`src/rtl/display_pkg.sv`:
```
// rtl/display_pkg.sv - shared types and constants for the display arbiter
package display_pkg;

    typedef enum logic [1:0] {
        ST_IDLE = 2'd0,
        ST_HOLD = 2'd1,
        ST_OWN  = 2'd2
    } state_t;

    localparam int NUM_REQ = 3;
    localparam int DIGITS  = 6;
    localparam int DIGIT_W = 4;
    localparam int DATA_W  = 8;
    localparam int VAL_W   = DIGITS * DIGIT_W;

    function automatic logic [NUM_REQ-1:0] onehot3(input logic [1:0] idx);
        logic [NUM_REQ-1:0] oh;
        oh = '0;
        case (idx)
            2'd0:    oh = 3'b001;
            2'd1:    oh = 3'b010;
            2'd2:    oh = 3'b100;
            default: oh = 3'b000;
        endcase
        return oh;
    endfunction

    function automatic logic [1:0] next3(input logic [1:0] idx);
        return (idx >= 2'd2) ? 2'd0 : idx + 2'd1;
    endfunction

endpackage

```
`src/rtl/rr_pick3.sv`:
```
// rtl/rr_pick3.sv - three-way round-robin pick, searching last+1, last+2, last
module rr_pick3
    import display_pkg::*;
(
    input  logic [2:0] req,
    input  logic [1:0] last,
    output logic       valid,
    output logic [1:0] winner
);

    logic [1:0] cand1;
    logic [1:0] cand2;

    always_comb begin
        cand1  = next3(last);
        cand2  = next3(cand1);
        valid  = |req;
        winner = last;
        if (|(req & onehot3(cand1))) begin
            winner = cand1;
        end else if (|(req & onehot3(cand2))) begin
            winner = cand2;
        end
    end

endmodule

```
`src/rtl/display_arbiter.sv`:
```
// rtl/display_arbiter.sv - arbitrates three requesters for a six-digit display
// with a guaranteed minimum ownership time and round-robin fairness.
module display_arbiter
    import display_pkg::*;
#(
    parameter int unsigned HOLD_CYCLES = 50000000
) (
    input  logic              sys_clk,
    input  logic              sys_rst,
    input  logic [2:0]        req,
    input  logic [VAL_W-1:0]  req0_val,
    input  logic [VAL_W-1:0]  req1_val,
    input  logic [VAL_W-1:0]  req2_val,
    output logic [2:0]        gnt,
    output logic [1:0]        owner_id,
    output logic              busy,
    output logic [DATA_W-1:0] data5,
    output logic [DATA_W-1:0] data4,
    output logic [DATA_W-1:0] data3,
    output logic [DATA_W-1:0] data2,
    output logic [DATA_W-1:0] data1,
    output logic [DATA_W-1:0] data0
);

    localparam int CW = (HOLD_CYCLES < 2) ? 1 : $clog2(HOLD_CYCLES + 1);
    localparam logic [CW-1:0] CNT_LAST = CW'(HOLD_CYCLES - 1);
    localparam logic [CW-1:0] CNT_MAX  = '1;

    state_t           state_q, state_d;
    logic [CW-1:0]    cnt_q, cnt_d;
    logic [2:0]       gnt_q, gnt_d;
    logic [1:0]       owner_q, owner_d;
    logic [VAL_W-1:0] data_q, data_d;

    logic             pick_valid;
    logic [1:0]       pick_winner;
    logic [VAL_W-1:0] win_val, own_val;
    logic             own_req, other_req, take_new;

    rr_pick3 u_pick (
        .req    (req),
        .last   (owner_q),
        .valid  (pick_valid),
        .winner (pick_winner)
    );

    always_comb begin
        case (pick_winner)
            2'd1:    win_val = req1_val;
            2'd2:    win_val = req2_val;
            default: win_val = req0_val;
        endcase
        case (owner_q)
            2'd1:    own_val = req1_val;
            2'd2:    own_val = req2_val;
            default: own_val = req0_val;
        endcase
    end

    // The HOLD expiry edge applies the OWN rules directly, so under contention
    // each owner keeps the display for exactly HOLD_CYCLES cycles.
    always_comb begin
        state_d   = state_q;
        cnt_d     = cnt_q;
        gnt_d     = gnt_q;
        owner_d   = owner_q;
        data_d    = data_q;
        take_new  = 1'b0;
        own_req   = |(req & onehot3(owner_q));
        other_req = |(req & ~onehot3(owner_q));

        case (state_q)
            ST_IDLE: begin
                take_new = pick_valid;
            end
            ST_HOLD: begin
                if (cnt_q == CNT_LAST) begin
                    if (other_req) begin
                        take_new = 1'b1;
                    end else if (own_req) begin
                        state_d = ST_OWN;
                    end else begin
                        state_d = ST_IDLE;
                        gnt_d   = '0;
                    end
                end else if (cnt_q != CNT_MAX) begin
                    cnt_d = cnt_q + CW'(1);
                end
            end
            ST_OWN: begin
                if (other_req) begin
                    take_new = 1'b1;
                end else if (!own_req) begin
                    state_d = ST_IDLE;
                    gnt_d   = '0;
                end
            end
            default: begin
                state_d = ST_IDLE;
                gnt_d   = '0;
            end
        endcase

        if (take_new) begin
            state_d = ST_HOLD;
            cnt_d   = '0;
            gnt_d   = onehot3(pick_winner);
            owner_d = pick_winner;
            data_d  = win_val;
        end else if (state_q != ST_IDLE && own_req) begin
            data_d = own_val;
        end
    end

    always_ff @(posedge sys_clk) begin
        if (sys_rst) begin
            state_q <= ST_IDLE;
            cnt_q   <= '0;
            gnt_q   <= '0;
            owner_q <= 2'd2;
            data_q  <= '0;
        end else begin
            state_q <= state_d;
            cnt_q   <= cnt_d;
            gnt_q   <= gnt_d;
            owner_q <= owner_d;
            data_q  <= data_d;
        end
    end

    localparam int PAD = DATA_W - DIGIT_W;

    assign gnt      = gnt_q;
    assign owner_id = owner_q;
    assign busy     = (state_q != ST_IDLE);
    assign data5    = {{PAD{1'b0}}, data_q[23:20]};
    assign data4    = {{PAD{1'b0}}, data_q[19:16]};
    assign data3    = {{PAD{1'b0}}, data_q[15:12]};
    assign data2    = {{PAD{1'b0}}, data_q[11:8]};
    assign data1    = {{PAD{1'b0}}, data_q[7:4]};
    assign data0    = {{PAD{1'b0}}, data_q[3:0]};

endmodule

```
`config.mk`:
```
export PLATFORM = sky130hd
export DESIGN_NAME = display_arbiter
export DESIGN_NICKNAME = d
export VERILOG_FILES = /design/src/rtl/display_pkg.sv /design/src/rtl/rr_pick3.sv /design/src/rtl/display_arbiter.sv
export SDC_FILE = /design/constraint.sdc
export NUM_CORES = 1
export LEC_CHECK = 0
export CORE_UTILIZATION = 45
export DETAILED_ROUTE_END_ITERATION = 16
export PLACE_DENSITY = 0.83
export SYNTH_ARGS = -nofsm -noshare
export SYNTH_HDL_FRONTEND = slang
export SYNTH_SLANG_ARGS = --single-unit
```
`constraint.sdc`:
```
create_clock -name sys_clk -period 3.15 [get_ports sys_clk]
set_input_delay 0.63 -clock sys_clk [delete_from_list [all_inputs] [get_ports sys_clk]]
set_output_delay 0.63 -clock sys_clk [all_outputs]
set_load 0.01 [all_outputs]
```
Word-level counts from Yosys, hierarchy flattened
Index checks and enable logic that the tools add are counted.
{"block": "op_classes", "order_cmp": 2, "bitwise_logic": 7, "eq_ne": 21, "muxes": 28, "n_reduce_logical": 18, "n_addsub": 3}
{"cell": "24-bit case mux with 2 select lines", "count": 2}
{"cell": "24-bit two-way mux", "count": 2}
{"cell": "3-bit case mux with 3 select lines", "count": 5}
{"cell": "26-bit by 1-bit adder with 26-bit output, second input constant", "count": 1}
{"cell": "26-bit equality test, second input constant", "count": 1}
{"cell": "26-bit != test, second input constant", "count": 1}
{"cell": "2-bit two-way mux", "count": 9}
{"cell": "3-bit two-way mux", "count": 5}
{"cell": "3-bit OR reduction", "count": 5}
{"cell": "3-bit AND", "count": 4}
{"cell": "3-bit != test, second input constant", "count": 4}
{"cell": "2-bit by 1-bit equality test with 1-bit output, second input constant", "count": 5}
{"cell": "2-bit equality test, second input constant", "count": 5}
{"cell": "2-bit zero test", "count": 5}
{"cell": "2-bit != test, second input constant", "count": 5}
{"cell": "5-bit AND reduction", "count": 2}
{"cell": "2-bit case mux with 3 select lines", "count": 1}
{"cell": "2-bit by 1-bit adder with 2-bit output, second input constant", "count": 2}
{"cell": "2-bit >= comparator, second input constant", "count": 2}
{"cell": "2-bit nonzero test", "count": 2}
{"cell": "1-bit two-way mux", "count": 3}
{"cell": "3-bit inverter", "count": 1}
{"cell": "1-bit case mux with 3 select lines", "count": 1}
{"cell": "3-bit AND reduction", "count": 1}
{"cell": "other kinds (4)", "count": 5}
{"block": "totals", "word_cells": 85, "reg_bits": 57, "inputBits": 77, "out_inout_bits": 54}

Depth between registers and ports, before layout
Gate-level depths: netlist of run 1.
{"block": "depth", "ltp_word": 14, "depth_mapped": 14, "mapped_depth_nobuf": 12}

Hierarchy
From an unflattened synthesis of run 1, not the netlist that was laid out.
{"block": "hier_totals", "hier_cells": 536, "hier_area_um2": 4137.7}
{"module": "display_arbiter", "cells_each": 527, "area_each_um2": 4081.4, "seq_area_each_um2": 1141.1, "instances": 1}
{"module": "rr_pick3", "cells_each": 9, "area_each_um2": 56.3, "seq_area_each_um2": 0.0, "instances": 1}

Worst setup path after synthesis of run 1
Ideal clock, no wire load.
{"block": "synth_timing", "path_kind": "register to register", "start": "reg owner_q[1], in the netlist owner_id[1]", "end": "reg data_q[10]", "synth_period_minus_slack_ns": 2.902, "path_slack_ns": 0.248, "arrival_ns": 2.817, "n_path_buf": 2, "path_stages_with_launch": 13, "required_time_ns": 3.064, "setup_ns": 0.086, "cell_sequence": "dfxtp_1 -> inv_1 -> ha_1 -> a22oi_1 -> o21ai_0 -> mux2i_1 -> a21oi_1 -> inv_1 -> ha_1 -> clkbuf_1 -> clkbuf_1 -> a211oi_1 -> a211oi_1"}
{"block": "synth_via", "elab_chain_cells": 14, "elab_cells_between_ends": 41, "classes_between": "2 x add/sub; 2 x order compare; 8 x eq/ne; 15 x mux; 5 x bitwise; 9 x reduce/logical"}
{"item": "from (decl)", "line_no": "display_arbiter.sv:32", "rtl": "logic [1:0] owner_q, owner_d;"}
{"item": "from (signal assigned)", "line_no": "display_arbiter.sv:126", "rtl": "owner_q <= owner_d;"}
{"item": "2-bit by 1-bit adder with 2-bit output or 2-bit >= comparator (tied branches)", "line_no": "display_pkg.sv:29", "rtl": "return (idx >= 2'd2) ? 2'd0 : idx + 2'd1;"}
{"item": "2-bit two-way mux (*)", "line_no": "display_pkg.sv:29"}
{"item": "2-bit by 1-bit adder with 2-bit output or 2-bit >= comparator (tied branches)", "line_no": "display_pkg.sv:29"}
{"item": "2-bit two-way mux", "line_no": "display_pkg.sv:29"}
{"item": "2-bit equality test, or another cell as far along", "line_no": "display_pkg.sv:19", "rtl": "case (idx)"}
{"item": "3-bit case mux with 3 select lines", "line_no": "display_pkg.sv:19"}
{"item": "3-bit two-way mux", "line_no": "rr_pick3.sv:19", "rtl": "if (|(req & onehot3(cand1))) begin"}
{"item": "3-bit AND", "line_no": "rr_pick3.sv:21", "rtl": "end else if (|(req & onehot3(cand2))) begin"}
{"item": "3-bit OR reduction", "line_no": "rr_pick3.sv:21"}
{"item": "2-bit two-way mux", "line_no": "rr_pick3.sv:21"}
{"item": "2-bit two-way mux (*)", "line_no": "rr_pick3.sv:19"}
{"item": "named net pick_winner[0]", "line_no": "display_arbiter.sv:36", "rtl": "logic [1:0] pick_winner;"}
{"item": "2-bit equality test or 2-bit by 1-bit equality test with 1-bit output (tied branches)", "line_no": "display_arbiter.sv:48", "rtl": "case (pick_winner)"}
{"item": "24-bit case mux with 2 select lines (*)", "line_no": "display_arbiter.sv:48"}
{"item": "24-bit two-way mux (*)", "line_no": "display_arbiter.sv:104", "rtl": "if (take_new) begin"}
{"item": "to (signal assigned)", "line_no": "display_arbiter.sv:127", "rtl": "data_q <= data_d;"}
{"item": "to (decl)", "line_no": "display_arbiter.sv:33", "rtl": "logic [VAL_W-1:0] data_q, data_d;"}
The timed path passes the listed nets; every way through them passes the cells marked *. The select of a mux whose other input is x is not followed.
A chain may end at the register's enable or synchronous reset.

Worst setup path in the final report of run 1
{"block": "layout_timing", "start": "reg owner_q[1], in the netlist owner_id[1]", "end": "reg data_q[6]"}
Same word-level chain as after synthesis.

==> results by group, run 1 <==
Run status
  • Status: finished, final reports clean

Floorplan
  • # IOs: between 100 and 150
  • Area of the die: 9330 um2
  • Die Ht: 96.6 um
  • Die Width: between 90 and 100 um
  • Core ar.: approximately 8700 um2
  • Starting Density: 0.464
  • FP Rows: 34

Yosys
  • Post-synthesis sequential area ratio: 0.283
  • Synth Cell Area: roughly 4000 um2
  • Yosys warnings: 0
  • Asr flop ratio synth: 0
  • Most used DFF post-synth: dfxtp_1
  • Yosys reg bits: 57
  • Post-synth EDFFs: 0
  • Avg Inst Size Synth: about 7.9 um2
  • Post-synth cell types: 47
  • Mapped Cells: 511

Finish
  • Share of cells above drive strength 1: 0.0658
  • Layout fillers: ~750
  • Ant diodes: 0
  • Most frequent cells in the layout: clkdlybuf4s50_1 (106), nor2_1 (79), a211oi_1 (72)
  • Fin area: 5330 um2
  • Final Util: 0.614
  • Storage element area: around 1100 um2
  • Final nets: 695
  • Area of the multi-input gates: between 2000 and 3000 um2
  • Synth-to-Final Area Change: 32.4%
  • Most common cell after layout, fill and taps aside: clkdlybuf4s50_1

Critical path
  • Max stage delay on crit path: approximately 0.47 ns
  • WP data required: roughly 3.4 ns
  • Critical path startpoint category: register
  • CP Cell Sequence: inv_1 -> ha_1 -> a22oi_1 -> o21ai_0 -> mux2i_1 -> a21oi_1 -> buf_4 -> ha_1 -> buf_4 -> a22oi_1 -> nor2_1 -> a211oi_1 -> a211oi_1
  • Setup crit end kind: register
  • Slowest CP cell: dfxtp_1
  • Class of the most critical setup path: register to register
  • Maximum fanout along the worst path: 24
  • Data arrival, critical path: approximately 3.1 ns

Global route
  • Initial antenna violation count: 0
  • Vias in the first global route: between 3000 and 4000
  • Met2 Use GR: 0.407
  • Busiest grt layer: met2
  • Largest net degree at the start of global routing: 49
  • GRT met1 Usage: 0.280
  • Global route overflow: 0
  • GRT Util Overall: 0.238
  • First-pass GRT wire length: around 18 mm
  • Grt met3 use: 0.0643

Timing
  • Final Hold Vio Count: 0
  • Setup violations, final: 0
  • Final hold slack: 0.504 ns
  • Final WS setup: ~0.33 ns
  • Max-slew headroom: 0.406
  • Final period util: 0.895
  • Final Slew Violations: 0
  • RSZ-0062 raised after global routing: false
  • Post-Route Setup TNS: 0 ns
  • Peak Freq: 355 MHz
  • Crit path time final: 2.82 ns
  • Setup Skew: 0.0172 ns
  • Worst slew pin tran: ~0.9 ns

Clock tree
  • Clk pin slew, worst setup/hold paths: around 0.08 ns
  • Post_cts resized: 0
  • Post-CTS setup buffer count: 0
  • Clock Latency Late Sink: between 0.3 and 0.4 ns
  • Post-CTS Hold Buffers: 0
  • Total CTS buffers: 9
  • CTS root buf: clkbuf_8
  • Htree depth: 3
  • CTS tree: yes
  • Max Root-Sink Buffers: 2
  • CTS sink cnt: 57

Drt
  • Residual DRC: 0
  • Final wirelength: 11.3 mm
  • Initial DRC count: around 230
  • Routed vias: 4191
  • Wire per inst: about 16 um
  • Mean number of vias per cell: between 5 and 6
  • Pre-antenna DRT Iters: 5
  • Routed Antenna Nets: 0

Power
  • LEAKAGE: 1.83 nW
  • Peak VDD IR: ~0.39 mV
  • Power Density: between 500 and 600 nW/um2

Placed design
  • Port Buffers: 106
  • Placer Congestion: around 0.83
  • DP HPWL: between 7 and 8 mm
  • Setup WS pre-CTS: ~0.019 ns
  • Dpl cell area: between 5000 and 6000 um2

Worst hold path
  • HP Class: register to register

Job
  • Max-Cap Viols: 0
==> worst paths after layout <==
path                from         to  slack, ns  cells after the start
min               gnt[2]     gnt[2]       0.50                      1
max reg2reg  owner_id[1]  data_q[6]       0.33                     13
max          owner_id[1]  data_q[6]       0.33                     13
min reg2reg       gnt[2]     gnt[2]       0.50                      1
==> synthesized netlist by cell type, types with 2 or more instances <==
library cell,n,area share
dfxtp_1,57,0.28
nand2_1,15,0.014
or3_1,2,0.0031
mux2i_1,3,0.0075
buf_4,26,0.048
nand3_1,8,0.0099
nor4_4,2,0.011
nand2b_1,5,0.0078
xnor2_1,24,0.052
and4_1,5,0.011
and2_1,2,0.0031
a22oi_1,51,0.095
inv_1,13,0.012
a21oi_1,31,0.039
ha_1,15,0.047
o21ai_0,4,0.0050
nor4b_1,2,0.0043
nor3b_1,3,0.0056
buf_2,8,0.0099
a22o_1,3,0.0065
nor3_1,15,0.019
a211oi_1,72,0.13
nor4_1,9,0.014
nand4_1,7,0.011
clkbuf_1,29,0.027
nor2_1,79,0.074
==> state kept, by name (all words and copies together), names as in the netlist <==
signal / count
cnt_q: 26
data_q: 24
gnt: 3
owner_id: 2
state_q: 2
==> critical path, delay by kind of cell (launching register included) <==
kind / cells / cell delay [ns]
buf+inv: 3 / 0.57
mux: 1 / 0.14
compound gates: 6 / 1.05
simple gates: 1 / 0.11
fa+ha+maj: 2 / 0.38
flops: 1 / 0.47
==> per-stage QoR <==
step	total power (W)	std cells
2_1_floorplan	0.00168	534
3_3_place_gp	0.00214	700
3_5_place_dp	0.00217	700
4_1_cts	0.00287	716
5_1_grt	0.00304	716
6_report	0.00288	716
==> power breakdown <==
part	internal, W	switching, W
Clock	0.000387	0.000325
Combinational	0.000595	0.000707
Sequential	0.000806	0.0000597
Total	0.00179	0.00109
==> cell type report <==
class | count | area share
clock inverters | 6 | 0.0124
inverters | 13 | 0.00915
clock buffers | 10 | 0.0258
well taps | 108 | 0.0253
repair buffers | 122 | 0.229
multi-input cells | 400 | 0.485
flip-flops and latches | 57 | 0.214
==> routing by layer <==
layer  wire length, um  vias to the layer above
met1              4740                     1952
li1                  -                     2056
met4               170                        0
met5                 0                        -
met2              5550                      166
met3               870                       17
==> cell families (layout without fill, tap and decap cells) <==
group	Yosys count	after routing	synth area share
compound gates	174	174	0.311
buf+inv	77	151	0.0985
flops	57	57	0.283
simple gates	160	160	0.200
fa+ha+maj	15	15	0.0466
other cells	1	24	0.000931
mux	3	3	0.00746
xor+xnor	24	24	0.0522
Power figures use the tool's default switching activity.
==> run 2: changes to the inputs <==
--- a/config.mk
+++ b/config.mk
@@ -8,6 +8,8 @@
 export CORE_UTILIZATION = 45
 export DETAILED_ROUTE_END_ITERATION = 16
 export PLACE_DENSITY = 0.83
+export RECOVER_POWER = 25
 export SYNTH_ARGS = -nofsm -noshare
 export SYNTH_HDL_FRONTEND = slang
+export SYNTH_HIERARCHICAL = 1
 export SYNTH_SLANG_ARGS = --single-unit
==> run 2 against run 1 <==
The run now ends with design-rule violations left; critical path depth decreased by 3; power increased by 8.8%; hold slack got worse by 0.016 ns; global-route usage increased by 1.2 points; clock-buffer cell count increased by 2; critical endpoint is now data_q[16].
==> results by group, run 2 <==
Timing
  • Final period util: 0.898 (was 0.895)
  • Final Slew Violations: 0 (unchanged)
  • Final Hold Vio Count: 0 (unchanged)
  • Worst slew pin tran: 1.11 ns (was 0.885 ns)
  • Crit path time final: 2.83 ns (was 2.82 ns)
  • RSZ-0062 raised after global routing: false (unchanged)
  • Setup Skew: 0.0112 ns (was 0.0172 ns)
  • Post-Route Setup TNS: 0 ns (unchanged)
  • Setup violations, final: 0 (unchanged)
  • Peak Freq: 354 MHz (was 355 MHz)
  • Max-slew headroom: 0.257 (was 0.406)

Critical path
  • Worst-case reg-to-reg path depth: 7 (was 13)
  • WP data required: 3.41 ns (about the same)
  • Critical path startpoint category: input port (was register)
  • Setup crit end kind: register (unchanged)
  • Data arrival, critical path: 3.08 ns (about the same)
  • Class of the most critical setup path: input port to register (was register to register)
  • Maximum fanout along the worst path: 16 (was 24)

Floorplan
  • Area of the die: 9580 um2 (was 9330 um2)
  • Core ar.: 8810 um2 (was 8680 um2)
  • Die Width: 97.9 um (was 96.6 um)
  • Die Ht: 97.9 um (was 96.6 um)
  • FP Rows: 34 (unchanged)
  • # IOs: 131 (unchanged)
  • Starting Density: 0.470 (was 0.464)

Placed design
  • Cells after DPL: 729 (was 700)
  • Placer Congestion: 0.840 (was 0.832)
  • Dpl cell area: 5250 um2 (was 5130 um2)
  • DP HPWL: 8.58 mm (was 7.93 mm)
  • Port Buffers: 106 (unchanged)

Power
  • Int Pwr: 0.00197 W (was 0.00179 W)
  • Power Density: 571 nW/um2 (was 540 nW/um2)
  • Peak VDD IR: 0.370 mV (was 0.388 mV)
  • Clock network power share: 0.250 (was 0.247)
  • Sw frac: 0.372 (was 0.379)
  • LEAKAGE: 1.89 nW (was 1.83 nW)
  • Logic pwr share: 0.461 (was 0.452)
  • Flop pwr share: 0.289 (was 0.301)
  • Switching pwr: 0.00117 W (was 0.00109 W)

Finish
  • Max reg flops: 26 (unchanged)
  • Most common cell after layout, fill and taps aside: clkdlybuf4s50_1 (unchanged)
  • Non-filler cells, final: 745 (was 716)
  • Share of cells above drive strength 1: 0.0801 (was 0.0658)
  • Biggest register: cnt_q (unchanged)
  • Most frequent cells in the layout: clkdlybuf4s50_1 (85), a21oi_1 (71), nor2_1 (61) (was clkdlybuf4s50_1 (106), nor2_1 (79), a211oi_1 (72))
  • Final nets: 723 (was 695)
  • Ant diodes: 0 (unchanged)
  • Synth-to-Final Area Change: 32.5% (was 32.4%)
  • Fin area: 5480 um2 (was 5330 um2)
  • Layout fillers: 733 (was 748)

Yosys
  • Most used DFF post-synth: dfxtp_1 (unchanged)
  • Synth Cell Area: 4140 um2 (was 4030 um2)
  • Avg Inst Size Synth: 7.72 um2 (was 7.88 um2)
  • Post-synthesis sequential area ratio: 0.276 (was 0.283)
  • Post-synth cell types: 57 (was 47)
  • Share of Yosys cell area claimed by the top area cell type: 0.276 (was 0.283)
  • Yosys warnings: 6 (was 0)
  • Mapped Cells: 536 (was 511)
  • Asr flop ratio synth: 0 (unchanged)
  • Most frequent cells after synthesis: a21oi_1 (71), nor2_1 (62), dfxtp_1 (57), a22oi_1 (48), clkbuf_1 (29) (was nor2_1 (79), a211oi_1 (72), dfxtp_1 (57), a22oi_1 (51), a21oi_1 (31))
  • Cell taking the most area after synthesis: dfxtp_1 (unchanged)
  • Yosys reg bits: 57 (unchanged)
  • Post-synth EDFFs: 0 (unchanged)
  • Most frequent cell after synthesis: a21oi_1 (was nor2_1)
  • Largest cells by area after synthesis: dfxtp_1 (28%), a22oi_1 (8.7%), a21oi_1 (8.6%) (was dfxtp_1 (28%), a211oi_1 (13%), a22oi_1 (9.5%))

Global route
  • Largest net degree at the start of global routing: 49 (unchanged)
  • Initial antenna violation count: 0 (unchanged)
  • Vias in the first global route: 4242 (was 3997)
  • Global route overflow: 0 (unchanged)
  • First-pass GRT wire length: 19.5 mm (was 18.4 mm)
  • GRT Util Overall: 0.250 (was 0.238)

Clock tree
  • CTS tree: yes (unchanged)
  • Max Root-Sink Buffers: 2 (unchanged)
  • Post_cts resized: 0 (unchanged)
  • Post-CTS setup buffer count: 0 (unchanged)
  • Total CTS buffers: 9 (unchanged)
  • Post-CTS Hold Buffers: 0 (unchanged)
  • CTS sink cnt: 57 (unchanged)
  • Clock Latency Late Sink: 0.35 ns (was 0.36 ns)
  • CTS root buf: clkbuf_8 (unchanged)
  • Clk pin slew, worst setup/hold paths: 0.07 ns (was 0.08 ns)
  • Htree depth: 3 (unchanged)

Drt
  • Initial DRC count: 243 (was 231)
  • Routed vias: 4488 (was 4191)
  • Routed Antenna Nets: 0 (unchanged)
  • Mean number of vias per cell: 6.02 (was 5.85)
  • Pre-antenna DRT Iters: 13 (was 5)
  • Residual DRC: 2 (was 0)
  • Final wirelength: 12.0 mm (was 11.3 mm)
  • Wire per inst: 16.1 um (was 15.8 um)

Run status
  • Failing checks: design-rule violations
  • Status: finished, violations left (was finished, final reports clean)

Worst hold path
  • HP Class: register to register (unchanged)
  • Hold Path Cell Cnt: 2 (was 1)

Job
  • Max-Cap Viols: 0 (unchanged)
[run 2: metrics by stage]
step	utilization	setup slack [ns]	hold slack [ns]	power, W
floorplan	-	0.650	0.458	0.00182
global placement	0.597	0.168	0.472	0.00233
detailed placement	0.597	0.0371	0.480	0.00237
CTS	0.623	0.366	0.490	0.00317
global route	0.623	0.0472	0.532	0.00332
finish	0.623	0.321	0.488	0.00313
[run 2: final cells by class]
| type | instances | area (um2) | area share |
|---|---|---|---|
| multi-input cells | 426 | 2700 | 0.492 |
| clock inverters | 4 | 75.1 | 0.0137 |
| flip-flops and latches | 57 | 1140 | 0.208 |
| clock buffers | 12 | 155 | 0.0283 |
| well taps | 108 | 135 | 0.0246 |
| repair buffers | 125 | 1230 | 0.224 |
| inverters | 13 | 48.8 | 0.00890 |
[run 2: worst paths after layout]
kind | slack, ns | endpoint | start
max reg2reg | 0.51 | cnt_q[21] | owner_id[0]
min reg2reg | 0.49 | cnt_q[25] | cnt_q[25]
min | 0.49 | cnt_q[25] | cnt_q[25]
max | 0.32 | data_q[16] | req[1]
[run 2: metal layers]
metal | share of wire | wire (um) | up-vias | GRT usage
met1 | 0.41 | 4940 | 2072 | 0.286
met4 | 0.029 | 353 | 0 | 0.129
met5 | 0 | 0 | - | 0
met3 | 0.066 | 788 | 34 | 0.0487
met2 | 0.49 | 5950 | 218 | 0.441
li1 | - | - | 2164 | -
[run 2: kinds of logic (layout without fill, tap and decap cells)]
family          count (synthesis)  in the layout  synth area share
simple gates                  169            169             0.216
compound gates                189            189             0.299
buf+inv                        76            154            0.0953
other cells                     1             24          0.000906
fa+ha+maj                      14             14            0.0423
xor+xnor                        6              6            0.0127
mux                            24             24            0.0581
flops                          57             57             0.276
[run 2: power by group through the flow]
stage / clock [W] / combinational, W / sequential [W]
4_1_cts: 0.000798 / 0.00147 / 0.000907
2_1_floorplan: 0 / 0.000875 / 0.000947
6_report: 0.000783 / 0.00145 / 0.000906
3_5_place_dp: 0 / 0.00145 / 0.000917
3_3_place_gp: 0 / 0.00141 / 0.000922
5_1_grt: 0.000828 / 0.00158 / 0.000918
[run 2: worst max-delay path, stage by stage]
cell	delay, ns
clkdlybuf4s50_1	0.50
nor2b_1	0.18
o31ai_1	0.46
inv_1	0.17
ha_1	0.38
buf_4	0.23
nor2_1	0.07
a21oi_1	0.16
nor3_1	0.08
a211oi_1	0.23
==> run 3: changes to the inputs <==
--- a/config.mk
+++ b/config.mk
@@ -9,6 +9,7 @@
 export DETAILED_ROUTE_END_ITERATION = 16
 export PLACE_DENSITY = 0.83
 export RECOVER_POWER = 25
+export REMOVE_ABC_BUFFERS = 1
 export SYNTH_ARGS = -nofsm -noshare
 export SYNTH_HDL_FRONTEND = slang
 export SYNTH_HIERARCHICAL = 1
==> run 3 against run 2 <==
The run still ends with design-rule violations left; global-route usage rose by 0.30 points; power decreased by 2.6%; hold slack gained 0.0069 ns; sequential share of layout area up 0.18 points; flip-flop and latch count stayed put; cell count is 0.13% lower; maximum frequency rose by 1.3%; clock power fell by 13%; design area shrank 0.87%; critical endpoint is now data_q[14].
==> results by group, run 3 (synthesis results as in run 2) <==
Critical path
  • Critical Path Sink: data_q[14] (was data_q[16])
  • Critical R2R Capture: cnt_q[13] (was cnt_q[21])
  • Worst-case reg-to-reg path depth: 7 (unchanged)
  • Data arrival, critical path: 3.04 ns (was 3.08 ns)
  • Max stage delay on crit path: 0.51 ns (was 0.50 ns)
  • Critical path startpoint category: input port (unchanged)
  • WP data required: 3.40 ns (was 3.41 ns)
  • R2r startpoint: owner_id[0] (unchanged)
  • Class of the most critical setup path: input port to register (unchanged)
  • Flop-to-flop setup slack: 0.44 ns (was 0.51 ns)
  • Maximum fanout along the worst path: 48 (was 16)
  • Setup crit end kind: register (unchanged)
  • Slowest CP cell: clkdlybuf4s50_1 (unchanged)
  • Worst Setup SP: req[1] (unchanged)
  • CP Cell Sequence: clkdlybuf4s50_1 -> nor2b_1 -> o31ai_1 -> inv_1 -> ha_1 -> buf_12 -> nor2_1 -> a21oi_1 -> nor3_1 -> a211oi_1 (was clkdlybuf4s50_1 -> nor2b_1 -> o31ai_1 -> inv_1 -> ha_1 -> buf_4 -> nor2_1 -> a21oi_1 -> nor3_1 -> a211oi_1)

Drt
  • Residual DRC: 4 (was 2)
  • Routed Antenna Nets: 0 (unchanged)
  • Final wirelength: 12.4 mm (was 12.0 mm)
  • Wire per inst: 16.7 um (was 16.1 um)
  • Initial DRC count: 337 (was 243)
  • Routed vias: 4556 (was 4488)
  • Mean number of vias per cell: 6.12 (was 6.02)
  • Pre-antenna DRT Iters: 11 (was 13)

Clock tree
  • Clock Latency Late Sink: 0.34 ns (was 0.35 ns)
  • Post_cts resized: 0 (unchanged)
  • Post-CTS setup buffer count: 0 (unchanged)
  • Post-CTS Hold Buffers: 0 (unchanged)
  • Htree depth: 3 (unchanged)
  • Max Root-Sink Buffers: 2 (unchanged)
  • CTS root buf: clkbuf_8 (unchanged)
  • CTS tree: yes (unchanged)
  • Clk pin slew, worst setup/hold paths: 0.07 ns (about the same)
  • CTS sink cnt: 57 (unchanged)
  • Total CTS buffers: 9 (unchanged)

Job
  • Max-Cap Viols: 0 (unchanged)

Finish
  • Most common cell after layout, fill and taps aside: clkdlybuf4s50_1 (unchanged)
  • Ant diodes: 0 (unchanged)
  • Non-filler cells, final: 744 (was 745)
  • Most frequent cells in the layout: clkdlybuf4s50_1 (85), a21oi_1 (71), nor2_1 (61) (unchanged)
  • Max reg flops: 26 (unchanged)
  • Synth-to-Final Area Change: 31.4% (was 32.5%)
  • Final Util: 0.617 (was 0.623)
  • Layout fillers: 742 (was 733)
  • Share of cells above drive strength 1: 0.0802 (was 0.0801)
  • Biggest register: cnt_q (unchanged)
  • Final nets: 722 (was 723)

Power
  • Peak VDD IR: 0.269 mV (was 0.370 mV)
  • Power Density: 562 nW/um2 (was 571 nW/um2)
  • LEAKAGE: 1.87 nW (was 1.89 nW)

Placed design
  • Placer Congestion: 0.873 (was 0.840)
  • DP HPWL: 8.74 mm (was 8.58 mm)
  • Cells after DPL: 728 (was 729)
  • Port Buffers: 106 (unchanged)

Run status
  • Failing checks: design-rule violations (unchanged)
  • Status: finished, violations left (unchanged)

Timing
  • Worst slew pin tran: 1.15 ns (was 1.11 ns)
  • Final period util: 0.887 (was 0.898)
  • Peak Freq: 358 MHz (was 354 MHz)
  • Max-slew headroom: 0.233 (was 0.257)
  • Crit path time final: 2.79 ns (was 2.83 ns)
  • Setup violations, final: 0 (unchanged)
  • RSZ-0062 raised after global routing: false (unchanged)
  • Final hold slack: 0.495 ns (was 0.488 ns)
  • Setup Skew: 0.00903 ns (was 0.0112 ns)
  • Final Hold Vio Count: 0 (unchanged)
  • Final Slew Violations: 0 (unchanged)

Global route
  • Vias in the first global route: 4294 (was 4242)
  • Initial antenna violation count: 0 (unchanged)
  • GRT Util Overall: 0.253 (was 0.250)
  • Global route overflow: 0 (unchanged)
  • Largest net degree at the start of global routing: 49 (unchanged)
  • First-pass GRT wire length: 19.9 mm (was 19.5 mm)

Worst hold path
  • Min-delay src: cnt_q[1] (was cnt_q[25])
  • HP Class: register to register (unchanged)

Floorplan
  • Die Width: 97.9 um (unchanged)
  • Core ar.: 8810 um2 (unchanged)
  • FP Rows: 34 (unchanged)
  • # IOs: 131 (unchanged)
  • Starting Density: 0.470 (unchanged)
  • Area of the die: 9580 um2 (unchanged)
  • Die Ht: 97.9 um (unchanged)
run 3: final cells by class:
class / instances / area (um2) / area share
inverters: 13 / 48.8 / 0.00898
well taps: 108 / 135 / 0.0249
flip-flops and latches: 57 / 1140 / 0.210
clock buffers: 9 / 124 / 0.0228
clock inverters: 7 / 71.3 / 0.0131
repair buffers: 124 / 1220 / 0.225
multi-input cells: 426 / 2700 / 0.496
run 3: how the worst min path moves through the flow:
stage	endpoint	cells past startpoint
after floorplan	cnt_q[25]	2
after global placement	cnt_q[25]	2
after detailed placement	cnt_q[25]	2
after CTS	gnt[0]	2
after global routing	cnt_q[1]	2
final	cnt_q[1]	2
run 3: metrics by stage:
step	instance area, um2	power [W]	setup TNS, ns	worst slack (ns)
CTS	5440	0.00307	0	0.435
detailed placement	5240	0.00238	0	0.106
global route	5440	0.00323	0	0.183
finish	5440	0.00305	0	0.357
global placement	5240	0.00233	0	0.215
floorplan	3880	0.00175	-0.0124	-0.0124
run 3: where the power goes:
part           switching, W  leakage, nW  total (W)  internal, W
sequential        0.0000781        0.466   0.000906     0.000828
combinational      0.000818         1.31    0.00147     0.000648
clock              0.000319       0.0912   0.000682     0.000363
run 3: worst max-delay path, delay by kind of cell:
| family | cells | cell delay, ns |
|---|---|---|
| buffers and inverters | 3 | 0.89 |
| adder cells (fa/ha/maj) | 1 | 0.36 |
| AND/OR/NAND/NOR | 3 | 0.33 |
| AO/OA/AOI/OAI | 3 | 0.80 |
run 3: per-layer routing:
| metal | wire (um) | vias to the layer above | track usage |
|---|---|---|---|
| li1 | - | 2159 | - |
| met1 | 5200 | 2105 | 0.316 |
| met2 | 5810 | 259 | 0.424 |
| met3 | 1050 | 33 | 0.0465 |
| met4 | 339 | 0 | 0.113 |
| met5 | 0 | - | 0 |
